==> src/rtl/led_ser_pkg.sv <==
// Shared types and default sizing for the LED chain serializer.
package led_ser_pkg;

  localparam int PAT_W   = 17;
  localparam int CHAIN_W = 24;
  localparam int DIV     = 4;

  typedef enum logic [1:0] {
    IDLE  = 2'd0,
    SHIFT = 2'd1,
    LATCH = 2'd2
  } ser_state_t;

endpackage

==> src/rtl/bus_sync_stable.sv <==
// Three-flop bus synchronizer; o_stable flags two equal consecutive synchronized samples.
module bus_sync_stable #(
  parameter int W = 8
) (
  input  logic         clk,
  input  logic         rst_n,
  input  logic [W-1:0] i_d,
  output logic [W-1:0] o_q,
  output logic         o_stable
);

  logic [W-1:0] r_s1;
  logic [W-1:0] r_s2;
  logic [W-1:0] r_s3;
  logic [2:0]   r_fill;

  // NOTE: non-blocking assignments keep s1/s2/s3 a true 3-stage pipeline; blocking would collapse it.
  always_ff @(posedge clk or negedge rst_n) begin
    if (!rst_n) begin
      r_s1   <= '0;
      r_s2   <= '0;
      r_s3   <= '0;
      r_fill <= '0;
    end else begin
      r_s1   <= i_d;
      r_s2   <= r_s1;
      r_s3   <= r_s2;
      r_fill <= {r_fill[1:0], 1'b1};
    end
  end

  // The zeroed reset contents would otherwise look "stable" and launch a bogus all-zero frame.
  assign o_q      = r_s2;
  assign o_stable = r_fill[2] && (r_s2 == r_s3);

endmodule

==> src/rtl/led_chain_serializer.sv <==
// Ships a synchronized LED pattern MSB first into a 74HC595-style chain, then latches it.
module led_chain_serializer #(
  parameter int PAT_W   = led_ser_pkg::PAT_W,
  parameter int CHAIN_W = led_ser_pkg::CHAIN_W,
  parameter int DIV     = led_ser_pkg::DIV
) (
  input  logic             clk,
  input  logic             rst_n,
  input  logic [PAT_W-1:0] pat_i,
  input  logic             refresh,
  output logic             ser_data,
  output logic             ser_clk,
  output logic             ser_latch,
  output logic             busy
);
  import led_ser_pkg::*;

  localparam int BIT_W = $clog2(CHAIN_W);
  localparam int PH_W  = $clog2(2 * DIV);
  localparam logic [PH_W-1:0]  PH_HALF  = PH_W'(DIV - 1);
  localparam logic [PH_W-1:0]  PH_LAST  = PH_W'(2 * DIV - 1);
  localparam logic [BIT_W-1:0] BIT_LAST = BIT_W'(CHAIN_W - 1);

  ser_state_t         r_state;
  logic [CHAIN_W-1:0] r_shadow;
  logic [PAT_W-1:0]   r_last;
  logic               r_sent_valid;
  logic               r_refresh_pend;
  logic [BIT_W-1:0]   r_bit;
  logic [PH_W-1:0]    r_phase;

  logic [PAT_W-1:0]   w_s2;
  logic               w_stable;
  logic [CHAIN_W-1:0] w_frame;
  logic               w_start;

  bus_sync_stable #(.W(PAT_W)) u_sync (
    .clk      (clk),
    .rst_n    (rst_n),
    .i_d      (pat_i),
    .o_q      (w_s2),
    .o_stable (w_stable)
  );

  assign w_frame = CHAIN_W'(w_s2);
  assign w_start = (r_state == IDLE) && w_stable &&
                   ((w_s2 != r_last) || !r_sent_valid || r_refresh_pend);

  always_ff @(posedge clk or negedge rst_n) begin
    if (!rst_n) begin
      r_state        <= IDLE;
      r_shadow       <= '0;
      r_last         <= '0;
      r_sent_valid   <= 1'b0;
      r_refresh_pend <= 1'b0;
      r_bit          <= '0;
      r_phase        <= '0;
      ser_data       <= 1'b0;
      ser_clk        <= 1'b0;
      ser_latch      <= 1'b0;
      busy           <= 1'b0;
    end else begin
      if (refresh) r_refresh_pend <= 1'b1;
      case (r_state)
        IDLE: begin
          if (w_start) begin
            r_state        <= SHIFT;
            r_shadow       <= w_frame;
            r_last         <= w_s2;
            r_sent_valid   <= 1'b1;
            // A refresh arriving on the start edge itself still earns its own frame.
            r_refresh_pend <= refresh;
            r_bit          <= '0;
            r_phase        <= '0;
            ser_data       <= w_frame[CHAIN_W-1];
            ser_clk        <= 1'b0;
            busy           <= 1'b1;
          end
        end
        SHIFT: begin
          r_phase <= (r_phase == PH_LAST) ? '0 : r_phase + 1'b1;
          if (r_phase == PH_HALF) ser_clk <= 1'b1;
          if (r_phase == PH_LAST) begin
            ser_clk <= 1'b0;
            if (r_bit == BIT_LAST) begin
              r_state   <= LATCH;
              ser_data  <= 1'b0;
              ser_latch <= 1'b1;
            end else begin
              r_bit    <= r_bit + 1'b1;
              r_shadow <= {r_shadow[CHAIN_W-2:0], 1'b0};
              ser_data <= r_shadow[CHAIN_W-2];
            end
          end
        end
        LATCH: begin
          r_phase <= r_phase + 1'b1;
          if (r_phase == PH_HALF) begin
            r_state   <= IDLE;
            r_phase   <= '0;
            ser_latch <= 1'b0;
            busy      <= 1'b0;
          end
        end
        default: r_state <= IDLE;
      endcase
    end
  end

endmodule

==> config.mk <==
export PLATFORM = sky130hd
export DESIGN_NAME = led_chain_serializer
export DESIGN_NICKNAME = d
export VERILOG_FILES = /design/src/rtl/led_ser_pkg.sv /design/src/rtl/bus_sync_stable.sv /design/src/rtl/led_chain_serializer.sv
export SDC_FILE = /design/constraint.sdc
export NUM_CORES = 1
export LEC_CHECK = 0
export CORE_MARGIN = 10
export CORE_UTILIZATION = 30
export CTS_BUF_LIST = sky130_fd_sc_hd__clkbuf_8 sky130_fd_sc_hd__clkbuf_16
export DETAILED_ROUTE_END_ITERATION = 8
export GPL_TIMING_DRIVEN = 1
export PLACE_DENSITY = 0.55
export SYNTH_ARGS = -nofsm -noshare
export SYNTH_HDL_FRONTEND = slang
export SYNTH_SLANG_ARGS = --single-unit
==> constraint.sdc <==
create_clock -name clk -period 5.8 [get_ports clk]
set_clock_uncertainty 0.05 [all_clocks]
set_input_delay 1.74 -clock clk [delete_from_list [all_inputs] [get_ports clk]]
set_output_delay 1.74 -clock clk [all_outputs]
set_load 0.02 [all_outputs]
======== Word-level counts from Yosys, hierarchy flattened ========
Index checks and enable logic that the tools add are counted.
Widths: inputs -> output; s select.
cells by class
  add/sub/neg operators ................... 2
  equal/unequal tests ..................... 13
  mux-type cells .......................... 33
  reduce and logical (&&, ||, !) cells .... 19
operators with widths
  cell                 count
  $mux 23              3
  $pmux 23 s2          1
  $eq 17x17->1         1
  $ne 17x17->1         1
  $mux 5               3
  $mux 1               12
  $reduce_and 4->1     3
  $ne 2x2->1 const B   5
  $pmux 5 s2           1
  $mux 3               3
  $pmux 3 s3           1
  $reduce_and 3->1     3
  $mux 2               4
  $pmux 1 s2           4
  $pmux 2 s3           1
  $reduce_bool 2->1    3
  $add 5x1->5 const B  1
  $eq 5x5->1 const B   1
  $reduce_and 2->1     2
  $add 3x1->3 const B  1
  $eq 3x2->1 const B   1
  $eq 3x3->1 const B   1
  $logic_and 1x1->1    3
  $ne 3x3->1 const B   1
  6 further kinds      7
storage, ports and cells
  bits in registers ....................... 110
  output and inout bits ................... 4
  word-level logic and storage cells ...... 82

======== Logic depth before layout (Yosys ltp) ========
Gate-level depths: netlist of run 1.
  depth after elaboration ................. 6
  mapped depth ............................ 9
  mapped depth without buffers ............ 7

======== By module ========
Synthesis of run 1 repeated with hierarchy kept, for this count alone.
unflattened totals
  cell total of the unflattened synthesis .. 343
  area total of the unflattened synthesis .. 4618.2 µm²
modules (own cells, without submodules)
  module                times used  cells each  area each (µm²)  sequential area each (µm²)
  led_chain_serializer  1           265         3071.7           1401.3
  bus_sync_stable       1           78          1546.5           1351.3

======== Least setup slack after synthesis of run 1 ========
Ideal clock, no wire load.
  path type ............................... reg2out
  from .................................... register ser_data
  to ...................................... output port ser_data
  arrival ................................. 0.437 ns
  slack ................................... 3.573 ns
  stages on the path, launching flop included .. 1
  path buffers ............................ 0
  cells stage by stage .................... dfrtp_1
RTL lines
  element                 RTL line                    text
  from (decl)             led_chain_serializer.sv:11  output logic ser_data,
  from (signal assigned)  led_chain_serializer.sv:75  ser_data <= w_frame[CHAIN_W-1];
  from (signal assigned)  led_chain_serializer.sv:92  ser_data <= r_shadow[CHAIN_W-2];
No word-level cell between the ends.

======== Worst setup path in the final report of run 1 ========
  from .................................... register ser_clk
  to ...................................... output port ser_clk
RTL lines
  element                 RTL line                    text
  from (decl)             led_chain_serializer.sv:12  output logic ser_clk,
  from (signal assigned)  led_chain_serializer.sv:59  ser_clk <= 1'b0;
  from (signal assigned)  led_chain_serializer.sv:76  ser_clk <= 1'b0;
  from (signal assigned)  led_chain_serializer.sv:82  if (r_phase == PH_HALF) ser_clk <= 1'b1;
No word-level cell between the ends.

==> metrics.md, run 1 <==
| Metric | Value |
|---|---|
| Highest routed metal layer | `met4` |
| Critical path origin | `ser_clk` |
| Relative slew slack | `0.291` |
| Clock power share | `0.419` |
| Critical path required time | `4.01 ns` |
| DR WL met2 | `3840 µm` |
| Initial DRC Count | `196` |
| Logic gate share of total power | `0.042` |
| Max Clock Freq | `319 MHz` |
| #FFs+latches synth | `110` |
| DRT Wirelength | `8370 µm` |
| Wl on met1 | `4120 µm` |
| Top cells by count, synth | `dfrtp_1, mux2_2, mux2_4, nand2_1, xor2_1` |
| Core Area | `15200 µm²` |
| Clock latency on the worst-skew pair | `0.35 ns` |
| Die height | `145 µm` |
| Cell Area, Synth | `4660 µm²` |
| Nets | `394` |
| Crit path arrival time | `1.35 ns` |
| Starting density of the core | `0.306` |
| Crit-path max FO | `3` |
| Via density | `4.61` |
| Mapped Nets | `366` |
| # IOs | `24` |
| Hold Path Depth | `0` |
| Netlist cell types | `44` |
| Total CTS buffers | `9` |
| Worst r2r src | `r_state[1]` |
| Clk slew on worst S/H paths | `0.07 ns` |
| Fill cells | `1496` |
| Total setup buffers inserted after CTS | `0` |
| Hold crit path type | `reg -> reg` |
| Met3 Wirelength | `206 µm` |
| ANT nets after route | `0` |
| DP HPWL | `5540 µm` |
| Setup crit end kind | `output pin` |
| Worst r2r path cells | `8` |
| Yosys top cell area share | `0.591` |
| Syn Inst Count | `337` |
| Initial antenna violation count | `0` |
| Seq/Total Area, Yosys | `0.591` |
| Cell taking the most area after synthesis | `dfrtp_1` |
| Die W | `145 µm` |
| Port bufs | `23` |
| Number of synthesized flops with an enable pin | `0` |
| CP cell instances | `clkdlybuf4s50_1` |
| CP max stage cell | `clkdlybuf4s50_1` |
| Worst Path Buf+Inv | `1` |
| Critical Path Start Type | `register` |
| Total gr overflow | `0` |
| Detailed Routing Iterations Pass 1 | `4` |
| All-layer global routing usage | `0.0867` |
| Cell family with most CP delay | `buffers and inverters` |
| Fin crit share | `0.541` |
| Sw Pwr | `333 µW` |
| P_int | `1150 µW` |
| Logic depth of the worst setup path including buffers | `1` |
| Post-synthesis average cell area | `13.8 µm²` |
| Vias in the first global route | `2699` |
| Outcome | `complete, no violations` |
| Via count of the routed design | `2570` |
| Die area | `20900 µm²` |
| Asr flop ratio synth | `1.00` |
| P per Cell Area | `277 nW/µm²` |
| Worst-Margin Slew | `1.06 ns` |
| # rows | `45` |
| Clock buffer depth | `2` |
| GP Congestion | `0.823` |
| Drt wl/cell | `15.0 µm` |
| Setup violators final | `0` |
| Clock sinks | `110` |
| Maxcap violations | `0` |
| Final Max Tran Viols | `0` |
| Sequential share of power | `0.538` |
| Synth-to-layout area growth | `15.1%` |
| Dominant cells by area after synthesis | `dfrtp_1, mux2_2, mux2_4` |
| Peak VDD IR | `151 µV` |
| Crit Path Class | `reg -> out` |
| Tmin final | `3.14 ns` |
| Unrepaired setup endpoints after global routing | `false` |
| DRC Markers | `0` |
| Leak | `0.00233 µW` |
| Most frequent cell after synthesis | `dfrtp_1` |
| Dominant synthesized flop cell | `dfrtp_1` |
| PnR Total Power | `1490 µW` |
| Number of antenna diodes | `0` |
| H-Tree Depth | `3` |
| Hold Startpoint | `u_sync.r_fill[1]` |
| Fraction of layout cells with a size suffix above 1 | `0.211` |
| Switching Fraction | `0.224` |
| CTS Root Buffer Type | `clkbuf_16` |
| Max incr delay on CP | `0.63 ns` |
| CTS tree | `built` |
| Setup TNS | `0 ns` |
| Hold buffers post-CTS | `0` |
| Largest net degree at the start of global routing | `79` |
| Final core utilization | `0.353` |
| Hold Violations, Final | `0` |
| Cts repair resizes | `0` |
| Ys Warns | `0` |
| Global-route wire length before repair | `14300 µm` |
worst reg2reg max path: stages, from the launching register on:
cell	delay, ns
dfrtp_1	0.40
inv_1	0.12
ha_1	0.33
nand2_1	0.15
nor3_1	0.23
o2111a_1	0.61
buf_4	0.41
o21ai_0	0.14
a221o_1	0.35
routing by layer:
metal	vias to the layer above	global-route usage
li1	1231	-
met1	1279	0.116
met2	50	0.131
met3	10	0.0102
met4	0	0.0527
met5	-	0
layout make-up:
class                           instances  area [µm²]  share of cell area
Timing Repair Buffer                   26         250              0.0467
Clock buffer                            9         225              0.0420
Sequential cell                       110        2750               0.513
Inverter                               17        63.8              0.0119
Tap cell                              188         235              0.0439
Multi-Input combinational cell        201        1760               0.328
Clock inverter                          7        77.6              0.0145
final timing paths:
kind / endpoint / slack, ns
setup / recovery: ser_clk / 2.66
hold / removal: u_sync.r_fill[2] / 0.30
setup reg to reg: ser_data / 2.90
hold reg to reg: u_sync.r_fill[2] / 0.30
max in group asynchronous: r_last[11] / 3.19
min in group asynchronous: u_sync.r_s3[14] / 1.49
registers in the layout (all words and copies together), names as in the netlist:
register,flops
ser_clk,1
r_refresh_pend,1
r_last,17
r_phase,3
busy,1
r_state,2
ser_data,1
ser_latch,1
u_sync.r_fill,3
r_bit,5
r_sent_valid,1
u_sync.o_q,17
u_sync.r_s1,17
u_sync.r_s3,17
r_shadow,23
power groups by stage:
| stage | Clock, µW | Sequential, µW | Combinational [µW] |
|---|---|---|---|
| finish | 624 | 801 | 63.0 |
| global route | 671 | 804 | 70.6 |
| CTS | 647 | 801 | 64.6 |
| detailed placement | 0 | 817 | 64.0 |
| global placement | 0 | 816 | 63.7 |
| floorplan | 0 | 812 | 28.6 |
per-stage QoR:
step                      worst slack (ns)  cell area (µm²)  hold slack, ns  cells
after CTS                             2.63             5360           0.301    558
after global placement                2.78             5060           0.281    542
after detailed placement              2.74             5060           0.285    542
after global routing                  2.61             5360           0.307    558
after floorplan                       3.57             4660           0.281    337
final                                 2.66             5360           0.296    558
cell usage in the layout, fill, tap and decap left out, drive strengths merged, types with 7 or more instances in the layout:
cell type | Yosys | layout
clkbuf | 4 | 9
clkdlybuf4s50 | 0 | 22
dfrtp | 110 | 110
ha | 9 | 9
inv | 16 | 20
mux2 | 52 | 52
mux2i | 8 | 8
nand2 | 20 | 20
nand4 | 7 | 7
nor4 | 8 | 8
o21ai | 9 | 9
xnor2 | 14 | 14
xor2 | 20 | 20
logic make-up after synthesis:
logic type               synth area share
XOR/XNOR                           0.0639
multiplexers                        0.160
adder cells (fa/ha/maj)            0.0242
AO/OA/AOI/OAI                      0.0497
AND/OR/NAND/NOR                    0.0790
other                            0.000805
buffers and inverters              0.0317
flip-flops                          0.591
No activity file was read; power rests on OpenSTA's default activity.
==> run 2, diff against run 1 <==
--- a/config.mk
+++ b/config.mk
@@ -10,7 +10,7 @@
 export CTS_BUF_LIST = sky130_fd_sc_hd__clkbuf_8 sky130_fd_sc_hd__clkbuf_16
 export DETAILED_ROUTE_END_ITERATION = 8
 export GPL_TIMING_DRIVEN = 1
-export PLACE_DENSITY = 0.55
+export PLACE_DENSITY = 0.56
 export SYNTH_ARGS = -nofsm -noshare
 export SYNTH_HDL_FRONTEND = slang
 export SYNTH_SLANG_ARGS = --single-unit
==> constraint.sdc (replaced) <==
create_clock -name clk -period 2.55 [get_ports clk]
set_clock_uncertainty 0.05 [all_clocks]
set_input_delay 0.765 -clock clk [delete_from_list [all_inputs] [get_ports clk]]
set_output_delay 0.765 -clock clk [all_outputs]
set_load 0.02 [all_outputs]
==> metrics.md, run 2 (synthesized netlist as in run 1, its figures left out) <==
| Metric | Value |
|---|---|
| All-layer global routing usage | `0.0890` |
| Initial antenna violation count | `0` |
| Initial DRC Count | `174` |
| Nets | `404` |
| DRT Wirelength | `8610 µm` |
| Port bufs | `23` |
| # IOs | `24` |
| Fin crit share | `0.946` |
| DP HPWL | `5950 µm` |
| GP Congestion | `0.888` |
| Via count of the routed design | `2600` |
| Most frequent cells in the layout | `dfrtp_1, mux2_2, clkdlybuf4s50_1` |
| Vias in the first global route | `2618` |
| Most common cell after layout, fill and taps aside | `dfrtp_1` |
| Clock buffer depth | `2` |
| Peak VDD IR | `354 µV` |
| Die W | `145 µm` |
| ANT nets after route | `0` |
| Logic gate share of total power | `0.044` |
| Maxcap violations | `0` |
| CP max stage cell | `dfrtp_1` |
| Final cell count without fillers | `568` |
| R2r setup slk | `0.14 ns` |
| Largest net degree at the start of global routing | `38` |
| H-Tree Depth | `3` |
| Die area | `20900 µm²` |
| Largest register FFs | `23` |
| Setup violators final | `0` |
| Drt wl/cell | `15.1 µm` |
| Multi-input gate area in the final layout | `1770 µm²` |
| Hold buffers post-CTS | `0` |
| Leak | `0.00242 µW` |
| Total gr overflow | `0` |
| Sequential share of power | `0.525` |
| Starting density of the core | `0.306` |
| Layout Cell Area excl Fill | `5510 µm²` |
| CTS tree | `built` |
| P per Cell Area | `630 nW/µm²` |
| Placed cell count | `552` |
| PnR Total Power | `3470 µW` |
| Total CTS buffers | `9` |
| Detailed Routing Iterations Pass 1 | `4` |
| Synth-to-layout area growth | `18.3%` |
| Reg with most FFs | `r_shadow` |
| Worst-Margin Slew | `0.618 ns` |
| Critical path required time | `2.74 ns` |
| Tmin final | `2.41 ns` |
| Hold crit path type | `in -> async` |
| P_int | `2740 µW` |
| Worst r2r path cells | `7` |
| DRC Markers | `0` |
| Clock latency on the worst-skew pair | `0.35 ns` |
| Crit path arrival time | `2.60 ns` |
| Clock power share | `0.431` |
| # rows | `45` |
| Setup crit end kind | `register` |
| Placed Area | `5180 µm²` |
| Fraction of layout cells with a size suffix above 1 | `0.232` |
| Critical Path Start Type | `register` |
| FF-to-FF End | `r_phase[1]` |
| CP cell instances | `xor2_1, nor4_1, nand3_1, o2111a_2, buf_4, o21bai_2, mux2_2` |
| Max incr delay on CP | `0.43 ns` |
| Clock sinks | `110` |
| Final Max Tran Viols | `0` |
| Fill cells | `1468` |
| Outcome | `complete, no violations` |
| Sw Pwr | `733 µW` |
| Setup TNS | `0 ns` |
| Reg area | `2750 µm²` |
| Max Clock Freq | `415 MHz` |
| Unrepaired setup endpoints after global routing | `false` |
| Die height | `145 µm` |
| Global-route wire length before repair | `14300 µm` |
| Core Area | `15200 µm²` |
| Number of antenna diodes | `0` |
| Switching Fraction | `0.211` |
| Hold Violations, Final | `0` |
| Via density | `4.58` |
| Clk slew on worst S/H paths | `0.07 ns` |
| Relative slew slack | `0.583` |
| Worst r2r src | `u_sync.o_q[5]` |
| CTS Root Buffer Type | `clkbuf_16` |
| Crit-path max FO | `10` |
| Crit Path Class | `reg -> reg` |
==> run 2: changes by cell type in the layout (fill, tap and decap cells not counted) <==
cell        previous run  this run
clkinv_2               1         2
xnor2_2                0         1
buf_4                  4        10
clkinvlp_4             1         0
bufinv_16              1         2
buf_12                 0         4
inv_1                 16        18
inv_6                  4         0
o2111a_1               1         0
o2111a_2               0         1
xnor2_1               14        13
clkbuf_8               0         1
==> run 2: cell type report <==
type                    count  area share
inverters                  17      0.0116
multi-input cells         201       0.321
repair buffers             36      0.0681
clock buffers              10      0.0434
flip-flops and latches    110       0.500
clock inverters             6      0.0141
well taps                 188      0.0427
==> run 2: power groups by stage <==
stage / sequential (µW) / clock [µW] / combinational, µW
2_1_floorplan: 1850 / 0 / 65.0
3_5_place_dp: 1850 / 0 / 157
4_1_cts: 1820 / 1540 / 158
6_report: 1820 / 1500 / 154
3_3_place_gp: 1850 / 0 / 157
5_1_grt: 1830 / 1610 / 172
==> run 2: worst max-delay path: cells and delay by family, from the launching register on <==
family / cells / cell delay (ns)
AOI/OAI and AO/OA: 2 / 0.58
muxes: 1 / 0.36
buffers and inverters: 1 / 0.18
DFF: 1 / 0.43
xor gates and xnor gates: 1 / 0.23
and+or+nand+nor: 2 / 0.48
==> run 2: how the worst max path moves through the flow <==
stage / start / end / slack (ns) / cells after the start
3_5_place_dp: u_sync.o_q[1] / r_phase[1] / 0.04 / 7
6_report: u_sync.o_q[5] / r_phase[1] / 0.14 / 7
5_1_grt: u_sync.o_q[5] / r_shadow[0] / 0.02 / 7
3_3_place_gp: u_sync.o_q[1] / r_phase[1] / 0.10 / 7
2_1_floorplan: u_sync.o_q[13] / r_shadow[3] / 0.47 / 7
4_1_cts: u_sync.o_q[1] / r_phase[1] / 0.03 / 7
==> run 2: repair_timing <==
item                       in CTS  in global routing
setup endpoints to repair       0                  1
buffers inserted                0                  0
resized for setup               0                  2
==> run 2: through the flow <==
step | util | hold slack, ns | worst slack, ns
after floorplan | - | 0.281 | 0.466
after detailed placement | 0.341 | 0.285 | 0.0424
after global placement | 0.341 | 0.281 | 0.104
after global routing | 0.362 | 0.240 | 0.0167
after CTS | 0.362 | 0.238 | 0.0301
final | 0.362 | 0.241 | 0.139
==> run 2: routing by layer <==
layer	GRT usage	wire, µm	vias up
met5	0	0	-
met4	0.0298	112	0
met3	0.0335	303	10
met2	0.126	3720	42
met1	0.121	4470	1296
li1	-	-	1252
